==> src/rtl/simt_pc_stack_if.sv <==
// Control/status bundle between the decoder/ALU side and the per-block PC unit.
interface simt_pc_stack_if #(
  parameter int THREADS_PER_BLOCK     = 4,
  parameter int DATA_MEM_DATA_BITS    = 8,
  parameter int PROGRAM_MEM_ADDR_BITS = 8,
  parameter int STACK_DEPTH           = 4
);
  localparam int DW = $clog2(STACK_DEPTH + 1);

  logic                             enable;
  logic                             start;
  logic [THREADS_PER_BLOCK-1:0]     thread_enable;
  logic [2:0]                       core_state;
  logic                             decoded_pc_mux;
  logic [2:0]                       decoded_nzp;
  logic [DATA_MEM_DATA_BITS-1:0]    decoded_immediate;
  logic                             decoded_sync;
  logic                             decoded_ret;
  logic [3*THREADS_PER_BLOCK-1:0]   nzp;
  logic [PROGRAM_MEM_ADDR_BITS-1:0] current_pc;
  logic [PROGRAM_MEM_ADDR_BITS-1:0] next_pc;
  logic [THREADS_PER_BLOCK-1:0]     active_mask;
  logic [DW-1:0]                    stack_depth;
  logic                             done;
  logic                             stack_overflow;

  modport master (
    output enable, start, thread_enable, core_state, decoded_pc_mux, decoded_nzp,
           decoded_immediate, decoded_sync, decoded_ret, nzp, current_pc,
    input  next_pc, active_mask, stack_depth, done, stack_overflow
  );
  modport slave (
    input  enable, start, thread_enable, core_state, decoded_pc_mux, decoded_nzp,
           decoded_immediate, decoded_sync, decoded_ret, nzp, current_pc,
    output next_pc, active_mask, stack_depth, done, stack_overflow
  );
endinterface

==> src/rtl/simt_pc_stack.sv <==
// Shared-PC SIMT branch unit: per-lane NZP evaluation, active mask, and a
// reconvergence stack that serialises divergent paths until SYNC/RET.
module simt_lane_taken (
  input  logic       active,
  input  logic [2:0] nzp,
  input  logic [2:0] cond,
  output logic       taken
);
  assign taken = active & (|(nzp & cond));
endmodule

module simt_pc_stack #(
  parameter int THREADS_PER_BLOCK     = 4,
  parameter int DATA_MEM_DATA_BITS    = 8,
  parameter int PROGRAM_MEM_ADDR_BITS = 8,
  parameter int STACK_DEPTH           = 4
) (
  input logic           clk,
  input logic           reset,
  simt_pc_stack_if.slave bus
);
  localparam int T  = THREADS_PER_BLOCK;
  localparam int PA = PROGRAM_MEM_ADDR_BITS;
  localparam int SD = STACK_DEPTH;
  localparam int DW = $clog2(SD + 1);
  localparam logic [2:0] ST_UPDATE = 3'b101;

  logic [PA-1:0] pc_q;
  logic [T-1:0]  mask_q, en_mask_q;
  logic [DW-1:0] sp_q;
  logic          done_q, ovf_q;

  logic [SD-1:0][PA-1:0] stk_pc;
  logic [SD-1:0][T-1:0]  stk_mask;
  logic [SD-1:0]         stk_pend;

  logic [T-1:0]  taken;
  logic [PA-1:0] pc_inc, imm, top_pc;
  logic [T-1:0]  top_mask, ret_mask;
  logic          top_pend, upd, empty, full;

  for (genvar i = 0; i < T; i++) begin : g_lane
    simt_lane_taken u_lane (
      .active (mask_q[i]),
      .nzp    (bus.nzp[3*i +: 3]),
      .cond   (bus.decoded_nzp),
      .taken  (taken[i])
    );
  end

  assign pc_inc   = bus.current_pc + PA'(1);
  assign imm      = PA'(bus.decoded_immediate);
  assign upd      = bus.enable && (bus.core_state == ST_UPDATE) && !done_q;
  assign empty    = (sp_q == '0);
  assign full     = (sp_q == DW'(SD));
  assign ret_mask = top_mask & ~mask_q;

  // Top-of-stack entry is at index sp-1; empty stack reads as zeros.
  always_comb begin
    top_pc   = '0;
    top_mask = '0;
    top_pend = 1'b0;
    for (int i = 0; i < SD; i++) begin
      if (DW'(i + 1) == sp_q) begin
        top_pc   = stk_pc[i];
        top_mask = stk_mask[i];
        top_pend = stk_pend[i];
      end
    end
  end

  always_ff @(posedge clk) begin
    if (reset) begin
      pc_q      <= '0;
      mask_q    <= '0;
      en_mask_q <= '0;
      sp_q      <= '0;
      done_q    <= 1'b0;
      ovf_q     <= 1'b0;
      stk_pc    <= '0;
      stk_mask  <= '0;
      stk_pend  <= '0;
    end else if (bus.enable && bus.start) begin
      pc_q      <= '0;
      mask_q    <= bus.thread_enable;
      en_mask_q <= bus.thread_enable;
      sp_q      <= '0;
      done_q    <= 1'b0;
      ovf_q     <= 1'b0;
    end else if (upd) begin
      if (bus.decoded_ret) begin
        if (empty) begin
          done_q <= 1'b1;
          mask_q <= '0;
        end else begin
          sp_q <= sp_q - DW'(1);
          pc_q <= top_pc;
          if (top_pend) begin
            mask_q <= top_mask & en_mask_q;
          end else begin
            mask_q <= ret_mask & en_mask_q;
            if ((ret_mask & en_mask_q) == '0) done_q <= 1'b1;
          end
        end
      end else if (bus.decoded_pc_mux) begin
        if (taken == mask_q) begin
          pc_q <= imm;
        end else if (taken == '0) begin
          pc_q <= pc_inc;
        end else if (full) begin
          // No room to park the not-taken lanes: suppress the branch.
          ovf_q <= 1'b1;
          pc_q  <= pc_inc;
        end else begin
          for (int i = 0; i < SD; i++) begin
            if (DW'(i) == sp_q) begin
              stk_pc[i]   <= pc_inc;
              stk_mask[i] <= mask_q & ~taken;
              stk_pend[i] <= 1'b1;
            end
          end
          sp_q   <= sp_q + DW'(1);
          mask_q <= taken;
          pc_q   <= imm;
        end
      end else if (bus.decoded_sync) begin
        if (empty) begin
          pc_q <= pc_inc;
        end else if (top_pend) begin
          // Run the parked path; the entry now records where everyone rejoins.
          pc_q   <= top_pc;
          mask_q <= top_mask & en_mask_q;
          for (int i = 0; i < SD; i++) begin
            if (DW'(i + 1) == sp_q) begin
              stk_pc[i]   <= pc_inc;
              stk_mask[i] <= top_mask | mask_q;
              stk_pend[i] <= 1'b0;
            end
          end
        end else begin
          mask_q <= top_mask & en_mask_q;
          pc_q   <= pc_inc;
          sp_q   <= sp_q - DW'(1);
        end
      end else begin
        pc_q <= pc_inc;
      end
    end
  end

  assign bus.next_pc        = pc_q;
  assign bus.active_mask    = mask_q;
  assign bus.stack_depth    = sp_q;
  assign bus.done           = done_q;
  assign bus.stack_overflow = ovf_q;
endmodule
==> src/flat_wrapper.sv <==
// flat-port wrapper written by rule: the top's interface ports become plain ports
module simt_pc_stack_flat 
#(
  parameter int THREADS_PER_BLOCK     = 4,
  parameter int DATA_MEM_DATA_BITS    = 8,
  parameter int PROGRAM_MEM_ADDR_BITS = 8,
  parameter int STACK_DEPTH           = 4
)
  (clk, reset, bus_enable, bus_start, bus_thread_enable, bus_core_state, bus_decoded_pc_mux, bus_decoded_nzp, bus_decoded_immediate, bus_decoded_sync, bus_decoded_ret, bus_nzp, bus_current_pc, bus_next_pc, bus_active_mask, bus_stack_depth, bus_done, bus_stack_overflow);
  simt_pc_stack_if #(.THREADS_PER_BLOCK(THREADS_PER_BLOCK), .DATA_MEM_DATA_BITS(DATA_MEM_DATA_BITS), .PROGRAM_MEM_ADDR_BITS(PROGRAM_MEM_ADDR_BITS), .STACK_DEPTH(STACK_DEPTH)) bus_i ();
  input logic clk;
  input logic reset;
  input wire logic [$bits(bus_i.enable)-1:0] bus_enable;
  input wire logic [$bits(bus_i.start)-1:0] bus_start;
  input wire logic [$bits(bus_i.thread_enable)-1:0] bus_thread_enable;
  input wire logic [$bits(bus_i.core_state)-1:0] bus_core_state;
  input wire logic [$bits(bus_i.decoded_pc_mux)-1:0] bus_decoded_pc_mux;
  input wire logic [$bits(bus_i.decoded_nzp)-1:0] bus_decoded_nzp;
  input wire logic [$bits(bus_i.decoded_immediate)-1:0] bus_decoded_immediate;
  input wire logic [$bits(bus_i.decoded_sync)-1:0] bus_decoded_sync;
  input wire logic [$bits(bus_i.decoded_ret)-1:0] bus_decoded_ret;
  input wire logic [$bits(bus_i.nzp)-1:0] bus_nzp;
  input wire logic [$bits(bus_i.current_pc)-1:0] bus_current_pc;
  output wire logic [$bits(bus_i.next_pc)-1:0] bus_next_pc;
  output wire logic [$bits(bus_i.active_mask)-1:0] bus_active_mask;
  output wire logic [$bits(bus_i.stack_depth)-1:0] bus_stack_depth;
  output wire logic [$bits(bus_i.done)-1:0] bus_done;
  output wire logic [$bits(bus_i.stack_overflow)-1:0] bus_stack_overflow;
  assign bus_i.enable = bus_enable;
  assign bus_i.start = bus_start;
  assign bus_i.thread_enable = bus_thread_enable;
  assign bus_i.core_state = bus_core_state;
  assign bus_i.decoded_pc_mux = bus_decoded_pc_mux;
  assign bus_i.decoded_nzp = bus_decoded_nzp;
  assign bus_i.decoded_immediate = bus_decoded_immediate;
  assign bus_i.decoded_sync = bus_decoded_sync;
  assign bus_i.decoded_ret = bus_decoded_ret;
  assign bus_i.nzp = bus_nzp;
  assign bus_i.current_pc = bus_current_pc;
  assign bus_next_pc = bus_i.next_pc;
  assign bus_active_mask = bus_i.active_mask;
  assign bus_stack_depth = bus_i.stack_depth;
  assign bus_done = bus_i.done;
  assign bus_stack_overflow = bus_i.stack_overflow;
  simt_pc_stack #(.THREADS_PER_BLOCK(THREADS_PER_BLOCK), .DATA_MEM_DATA_BITS(DATA_MEM_DATA_BITS), .PROGRAM_MEM_ADDR_BITS(PROGRAM_MEM_ADDR_BITS), .STACK_DEPTH(STACK_DEPTH)) u_core (.clk(clk), .reset(reset), .bus(bus_i));
endmodule
==> config.mk <==
export PLATFORM = sky130hd
export DESIGN_NAME = simt_pc_stack_flat
export DESIGN_NICKNAME = d
export VERILOG_FILES = /design/src/rtl/simt_pc_stack_if.sv /design/src/rtl/simt_pc_stack.sv /design/src/flat_wrapper.sv
export SDC_FILE = /design/constraint.sdc
export NUM_CORES = 1
export LEC_CHECK = 0
export BUFFER_PORTS_ARGS = -buffer_cell sky130_fd_sc_hd__clkbuf_2
export CAP_MARGIN = 15
export CORE_MARGIN = 8
export CORE_UTILIZATION = 35
export CTS_CLUSTER_SIZE = 8
export DETAILED_ROUTE_END_ITERATION = 12
export HOLD_SLACK_MARGIN = 0.06
export PLACE_DENSITY_LB_ADDON = 0.1
export SETUP_SLACK_MARGIN = 0.4
export SKIP_LAST_GASP = 1
export SYNTH_ARGS = -nofsm -noshare
export SYNTH_HDL_FRONTEND = slang
export SYNTH_SLANG_ARGS = --single-unit
==> constraint.sdc <==
create_clock -name clk -period 3.6 [get_ports clk]
set_input_delay 0.54 -clock clk [delete_from_list [all_inputs] [get_ports clk]]
set_output_delay 0.54 -clock clk [all_outputs]
set_load 0.02 [all_outputs]
==> implementation parameters, run 1 <==
Parameter                              Value

Floorplan
  Floorplan die area    15,400 µm²
  Horizontal extent of the die    124 µm
  Total I/O pin count    62
  Core area    roughly 11,000 µm²
  Starting Density    35.9%
  Placement Rows    39
  Die Height    124 µm

STA
  Unrepaired setup endpoints after global routing    yes
  Final Cycle Share    85.0%
  Shortest clock period the worst path allows after layout    3060 ps
  Max frequency    about 330 MHz
  Post-Route Setup TNS    0 ps
  Pin slew with the least headroom to its limit    930 ps
  Setup violation total in the final timing report    0
  Count of endpoints failing hold in the final timing report    0
  Max-slew violation count    0
  Worst relative slew slack    37.8%
  Final worst clock skew    7.10 ps

Clock tree
  Clock buffer count from CTS    9
  Clock latency on the worst-skew pair    340 ps
  Maximum count of clock buffers along a single path    2
  # hold bufs at CTS    0
  TritonCTS clock tree    built
  Max H-tree Level    3
  Clock-pin transition on the worst setup and hold timing paths    roughly 60 ps
  Library cell used as clock root buffer    clkbuf_16
  Number of clock sinks    between 70 and 80

Drt
  Post-DR vias/cell    5.55
  DRC    0
  First-iteration detailed-routing DRC count    around 360
  Pre-antenna DRT Iters    5
  Post-DR wirelength/cell    18.1 µm
  Post-route antenna net violation count    0
  Via count    3,861
  DRT Wirelength    around 13 mm

Cells and area
  Share of post-route cells with drive strength above 1    21.3%
  Post-synthesis to final-layout area growth    20.1%
  Most common library cell in the layout ignoring fill and taps    dfxtp_1
  Ant diodes    0
  Commonest non-fill, non-tap cells in the layout    dfxtp_1 (72), clkbuf_2 (61), nor2_1 (58)
  Final net count    600

Pwr
  Power density over cell area    a little under 400 nW/µm²
  Worst ir drop on vdd    198 µV
  Leakage dissipation    roughly 1.8 nW
  Final total power    1.90 mW

Global route
  Tot GR Track Use    15.9%
  Pin count of the biggest net entering global routing    70
  Vias in the first global route    3,653
  Number of antenna violations at the first check in global routing    0
  Overflow left after global routing    0
  First-pass GRT wire length    19.9 mm

Synth
  Instance count of the mapped netlist    488
  Netlist area before placement    4100 µm²
  Per-instance average area after synthesis    8.40 µm²
  Count of yosys warnings during synthesis    0
  Synth cell types    65
  Predominant post-synthesis flop cell    dfxtp_1
  Post-synthesis sequential element count    73
  Number of enable-type register cells in the synthesized netlist    0
  Sequential area share after synthesis    between 30 and 40%
  Synth async-reset ratio    0%
  Syn Nets    540

Hold path
  Worst min path class    reg2reg
  Hold path startpoint    u_core.en_mask_q[1]$_SDFFE_PP0P_

Placed design
  Half-perimeter wire length of the detailed placement result    about 9 mm
  I/O Buffers    61
  Placer Congestion    0.862

Setup path
  Class of the most critical setup path    reg2reg
  Sort of element at the start of the critical path    flop
  Largest fanout of any net on the critical path    14
  Critical path capture point type    flop
  Cell at the slowest stage of the critical path    nor4bb_1
  Data arrival time of the critical path    3330 ps
  Critical path's largest stage delay    450 ps
  Cell repeated most along the worst path    ha_1
  Sequence of cells on the critical path    ha_1 -> ha_1 -> nor4bb_1 -> a2111oi_0 -> or2_1 -> o32a_4 -> a2111oi_4 -> buf_6 -> buf_12 -> nor2_2 -> a211oi_2
  WP data required    3870 ps
  Launch point of the worst path    u_core.bus.stack_depth[1]$_SDFFE_PP0P_
  Beginning of the worst register-to-register path    u_core.bus.stack_depth[1]$_SDFFE_PP0P_

Status
  Status    finished, final reports clean

Job
  Max Cap Viol    0
[synthesized netlist by cell type, types with 5 or more instances]
master,number,area share [%]
xnor2_1,5,1.1
nand2_1,46,4.2
a21oi_1,24,2.9
ha_1,7,2.1
mux2i_1,36,8.8
a211oi_1,17,3.1
inv_1,8,0.73
nand3_1,5,0.61
a221oi_1,7,1.5
clkbuf_1,22,2.0
o21ai_0,39,4.8
dfxtp_1,73,36
nand2b_1,22,3.4
a222oi_1,8,2.0
a31oi_1,8,1.2
nor2_1,59,5.4
or3_1,5,0.76
nand3b_1,5,0.92
[worst max-delay path, delay by kind of cell, from the launching register on]
kind / cells / cell delay (ps)
compound gates: 4 / 970
fa+ha+maj: 2 / 510
buf+inv: 2 / 370
flops: 1 / 370
simple gates: 3 / 750
[sequential cells by signal, indices dropped and copies added (netlist names)]
signal / count
u_core.stk_pc: 32
u_core.stk_mask: 16
u_core.en_mask_q: 4
u_core.stk_pend: 4
u_core.bus.active_mask: 4
u_core.bus.next_pc: 8
u_core.bus.stack_depth: 3
u_core.bus.stack_overflow: 1
u_core.bus.done: 1
[repair_timing]
| item | in CTS | in global routing |
|---|---|---|
| endpoints found under the setup margin | 9 | 18 |
| pin swaps | 0 | 2 |
| gates cloned | 0 | 0 |
| endpoints found under the hold margin | 0 | 0 |
| gates resized for setup | 1 | 3 |
| setup buffers | 0 | 7 |
[per-layer routing]
layer  global-route usage (%)  part of all wire, %  vias to the layer above  routed length (µm)
met1                     21.5                   49                     1834                6130
met4                     6.95                  2.1                        0                 268
met5                        0                    0                        -                   0
met3                     3.45                  5.6                       14                 701
li1                         -                    -                     1908                   -
met2                     23.8                   44                      105                5490
[metrics by stage]
| stage | util [%] | area [µm²] | setup WS (ps) | cells | hold slack [ps] |
|---|---|---|---|---|---|
| finish | 43.1 | 4920 | 540 | 696 | 461 |
| global route | 43.1 | 4920 | 394 | 696 | 478 |
| detailed placement | 39.8 | 4540 | 298 | 673 | 455 |
| CTS | 42.4 | 4840 | 465 | 689 | 456 |
| floorplan | - | 4120 | 453 | 488 | 433 |
| global placement | 39.8 | 4540 | 310 | 673 | 450 |
[report_power, final]
group	internal [mW]	switching, mW
combinational	0.0621	0.109
sequential	0.814	0.00760
clock	0.539	0.369
[worst paths after layout]
path	slack (ps)	to	cells past startpoint
max	540	u_core.stk_pc[5]$_SDFFE_PP0P_	11
min	460	u_core.en_mask_q[1]$_SDFFE_PP0P_	2
max reg2reg	540	u_core.stk_pc[5]$_SDFFE_PP0P_	11
min reg2reg	460	u_core.en_mask_q[1]$_SDFFE_PP0P_	2
[cell families after synthesis]
kind of cell | share of synthesized area, %
AO/OA/AOI/OAI | 26.7
XOR/XNOR | 1.92
adder cells (fa/ha/maj) | 2.14
buffers and inverters | 4.61
flip-flops | 35.6
multiplexers | 9.06
AND/OR/NAND/NOR | 19.9
[area by class of cell]
cell class | count | area [µm²]
clock buffers | 10 | 229
clock inverters | 6 | 67.6
fillers | 1158 | 6490
inverters | 8 | 30.0
multi-input cells | 374 | 2460
flip-flops and latches | 73 | 1460
well taps | 143 | 179
repair buffers | 82 | 492
Note: power is estimated with default switching activity, not from simulation.
==> run 2: changes to the inputs <==
==> constraint.sdc (replaced) <==
create_clock -name clk -period 2.5 [get_ports clk]
set_input_delay 0.375 -clock clk [delete_from_list [all_inputs] [get_ports clk]]
set_output_delay 0.375 -clock clk [all_outputs]
set_load 0.02 [all_outputs]
==> run 2 against run 1 <==
Compared with the run above:
- critical endpoint is now u_core.stk_pc[28]$_SDFFE_PP0P_
- via count rose by 3.4%
- clock power grew 78%
- clock skew fell by 0.98 ps
- the run now ends with setup timing left
- global-route usage rose by 0.64 points
==> implementation parameters, run 2 (synthesis results as in run 1) <==
Parameter                              Value

Hold path
  Worst hold path endpoint    u_core.bus.next_pc[3]$_SDFFE_PP0P_
  Worst min path class    in2reg
  Hold path startpoint    bus_decoded_immediate[3]
  Instance count along the most critical hold path    3 (+1)

Cells and area
  Final net count    643 (+7.2%)
  Flip-flop count of the largest register after layout    32 (unchanged)
  FF+latch area    1470 µm² (+0.34%)
  Ant diodes    0 (unchanged)
  Top register by number of flip-flops    u_core.stk_pc
  Footprint of the multi-input gates    2590 µm² (+4.9%)
  Most common library cell in the layout ignoring fill and taps    dfxtp_1
  Share of post-route cells with drive strength above 1    30.5% (+9.2 points)
  Final cell area excluding filler cells    5530 µm² (+12%)
  Fill count    1,110 (-4.1%)
  Post-Layout Cell Count    739 (+6.2%)
  Post-synthesis to final-layout area growth    34.8%
  Commonest non-fill, non-tap cells in the layout    dfxtp_1 (70), clkbuf_2 (61), nor2_1 (58)

Global route
  Pin count of the biggest net entering global routing    62 (-11%)
  First-pass GRT wire length    20.8 mm (+4.4%)
  Tot GR Track Use    16.6% (+0.64 points)
  Number of antenna violations at the first check in global routing    0 (unchanged)
  Vias in the first global route    3,753 (+2.7%)
  Overflow left after global routing    0 (unchanged)

Placed design
  Placed insts    715 (+6.2%)
  Placer Congestion    0.857 (-0.56%)
  I/O Buffers    61 (unchanged)
  Placed Area    4990 µm² (+9.8%)
  Half-perimeter wire length of the detailed placement result    9.71 mm (+6.9%)

Pwr
  Worst ir drop on vdd    363 µV (+83%)
  Leakage dissipation    2.10 nW (+16%)
  Final total power    3.08 mW (+62%)
  Power density over cell area    557 nW/µm² (+44%)

Setup path
  WP data required    2700 ps (-1170 ps)
  Destination of the worst register-to-register timing path    u_core.stk_pc[28]$_SDFFE_PP0P_
  Class of the most critical setup path    reg2reg
  Critical path's largest stage delay    350 ps (-100 ps)
  Cell repeated most along the worst path    ha_4
  Critical path capture point type    flop
  Sort of element at the start of the critical path    flop
  Sequence of cells on the critical path    ha_4 -> ha_4 -> nor4b_4 -> a2111oi_2 -> or2_1 -> o32a_4 -> buf_6 -> a211oi_4 -> buf_12 -> mux2i_1 -> nor2_1
  Worst-case reg-to-reg path depth    11 (unchanged)
  Largest fanout of any net on the critical path    7 (-7)
  R2r setup slk    -120 ps (-660 ps)
  Data arrival time of the critical path    2810 ps (-520 ps)
  Cell at the slowest stage of the critical path    dfxtp_2
  Beginning of the worst register-to-register path    u_core.bus.stack_depth[1]$_SDFFE_PP0P_

Clock tree
  Clock latency on the worst-skew pair    330 ps (about the same)
  Number of clock sinks    73 (unchanged)
  Library cell used as clock root buffer    clkbuf_16
  # hold bufs at CTS    0 (unchanged)
  Clock buffer count from CTS    9 (unchanged)
  Clock-pin transition on the worst setup and hold timing paths    60 ps (about the same)
  Maximum count of clock buffers along a single path    2 (unchanged)
  Max H-tree Level    3 (unchanged)
  TritonCTS clock tree    built

STA
  Shortest clock period the worst path allows after layout    2620 ps (-443 ps)
  Post-Route Setup TNS    -2000 ps (-2000 ps)
  Worst relative slew slack    54.0% (+16 points)
  Max frequency    382 MHz (+17%)
  Max-slew violation count    0 (unchanged)
  Setup violation total in the final timing report    44 (+44)
  Final worst clock skew    6.13 ps (-0.976 ps)
  Pin slew with the least headroom to its limit    685 ps (-245 ps)
  Setup slack of the critical path after layout    -117 ps (-657 ps)
  Count of endpoints failing hold in the final timing report    0 (unchanged)
  Final Cycle Share    105% (+20 points)
  Unrepaired setup endpoints after global routing    yes

Floorplan
  Core area    11,400 µm² (unchanged)
  Total I/O pin count    62 (unchanged)
  Starting Density    35.9% (unchanged)
  Placement Rows    39 (unchanged)
  Floorplan die area    15,400 µm² (unchanged)
  Horizontal extent of the die    124 µm (unchanged)
  Die Height    124 µm (unchanged)

Drt
  Post-DR wirelength/cell    17.7 µm (-2.0%)
  Post-route antenna net violation count    0 (unchanged)
  Pre-antenna DRT Iters    6 (+1)
  DRC    0 (unchanged)
  DRT Wirelength    13.1 mm (+4.1%)
  First-iteration detailed-routing DRC count    278 (-22%)
  Via count    3,993 (+3.4%)
  Post-DR vias/cell    5.40 (-2.6%)

Status
  Status    complete, but fails checks
  Violated checks    setup timing

Job
  Max Cap Viol    0 (unchanged)
==> run 2: layout make-up <==
type / count / area share [%]
Sequential cell: 73 / 26.6
Tap cell: 143 / 3.24
Clock buffer: 10 / 4.14
Inverter: 8 / 0.634
Clock inverter: 6 / 2.49
Multi-Input combinational cell: 374 / 46.8
Timing Repair Buffer: 125 / 16.1
==> run 2: where the power goes <==
group	internal [mW]	switching (mW)	total, mW
Sequential	1.17	0.00618	1.18
Combinational	0.117	0.170	0.287
Clock	1.08	0.533	1.62
==> run 2: worst max path at each step <==
stage / to / depth (start not counted) / startpoint / slack [ps]
2_1_floorplan: u_core.stk_mask[2]$_SDFFE_PP0P_ / 10 / u_core.bus.stack_depth[0]$_SDFFE_PP0P_ / -420
6_report: u_core.stk_pc[28]$_SDFFE_PP0P_ / 11 / u_core.bus.stack_depth[1]$_SDFFE_PP0P_ / -120
3_5_place_dp: u_core.stk_pc[28]$_SDFFE_PP0P_ / 10 / bus_decoded_nzp[0] / -250
4_1_cts: u_core.stk_pc[28]$_SDFFE_PP0P_ / 11 / u_core.bus.stack_depth[1]$_SDFFE_PP0P_ / -130
3_3_place_gp: u_core.stk_pc[27]$_SDFFE_PP0P_ / 10 / bus_decoded_nzp[0] / -170
5_1_grt: u_core.stk_pc[28]$_SDFFE_PP0P_ / 11 / u_core.bus.stack_depth[1]$_SDFFE_PP0P_ / -240
==> run 2: what timing repair did <==
action                     4_1_cts  5_1_grt
buffers inserted                 4        3
pin swaps                       10        9
resized for setup               21        5
setup endpoints to repair       68       68
cloned                           1        0
==> run 2: critical path, delay by kind of cell, from the launching register on <==
family / cells / cell delay (ps)
AO/OA/AOI/OAI: 3 / 670
adder cells (fa/ha/maj): 2 / 330
buffers and inverters: 2 / 310
multiplexers: 1 / 190
AND/OR/NAND/NOR: 3 / 610
flip-flops: 1 / 350
==> run 2: layer usage <==
metal | GRT usage [%] | routed length [µm] | up-vias
met3 | 3.49 | 607 | 12
met2 | 25.0 | 5920 | 94
met4 | 4.89 | 174 | 0
met5 | 0 | 0 | -
li1 | - | - | 1990
met1 | 23.1 | 6400 | 1897
==> run 2: stage by stage <==
| stage | setup slack [ps] | hold WS [ps] | utilization (%) |
|---|---|---|---|
| global route | -244 | 301 | 48.4 |
| finish | -117 | 287 | 48.4 |
| floorplan | -425 | 433 | - |
| detailed placement | -246 | 450 | 43.7 |
| CTS | -125 | 282 | 48.0 |
| global placement | -168 | 450 | 43.7 |
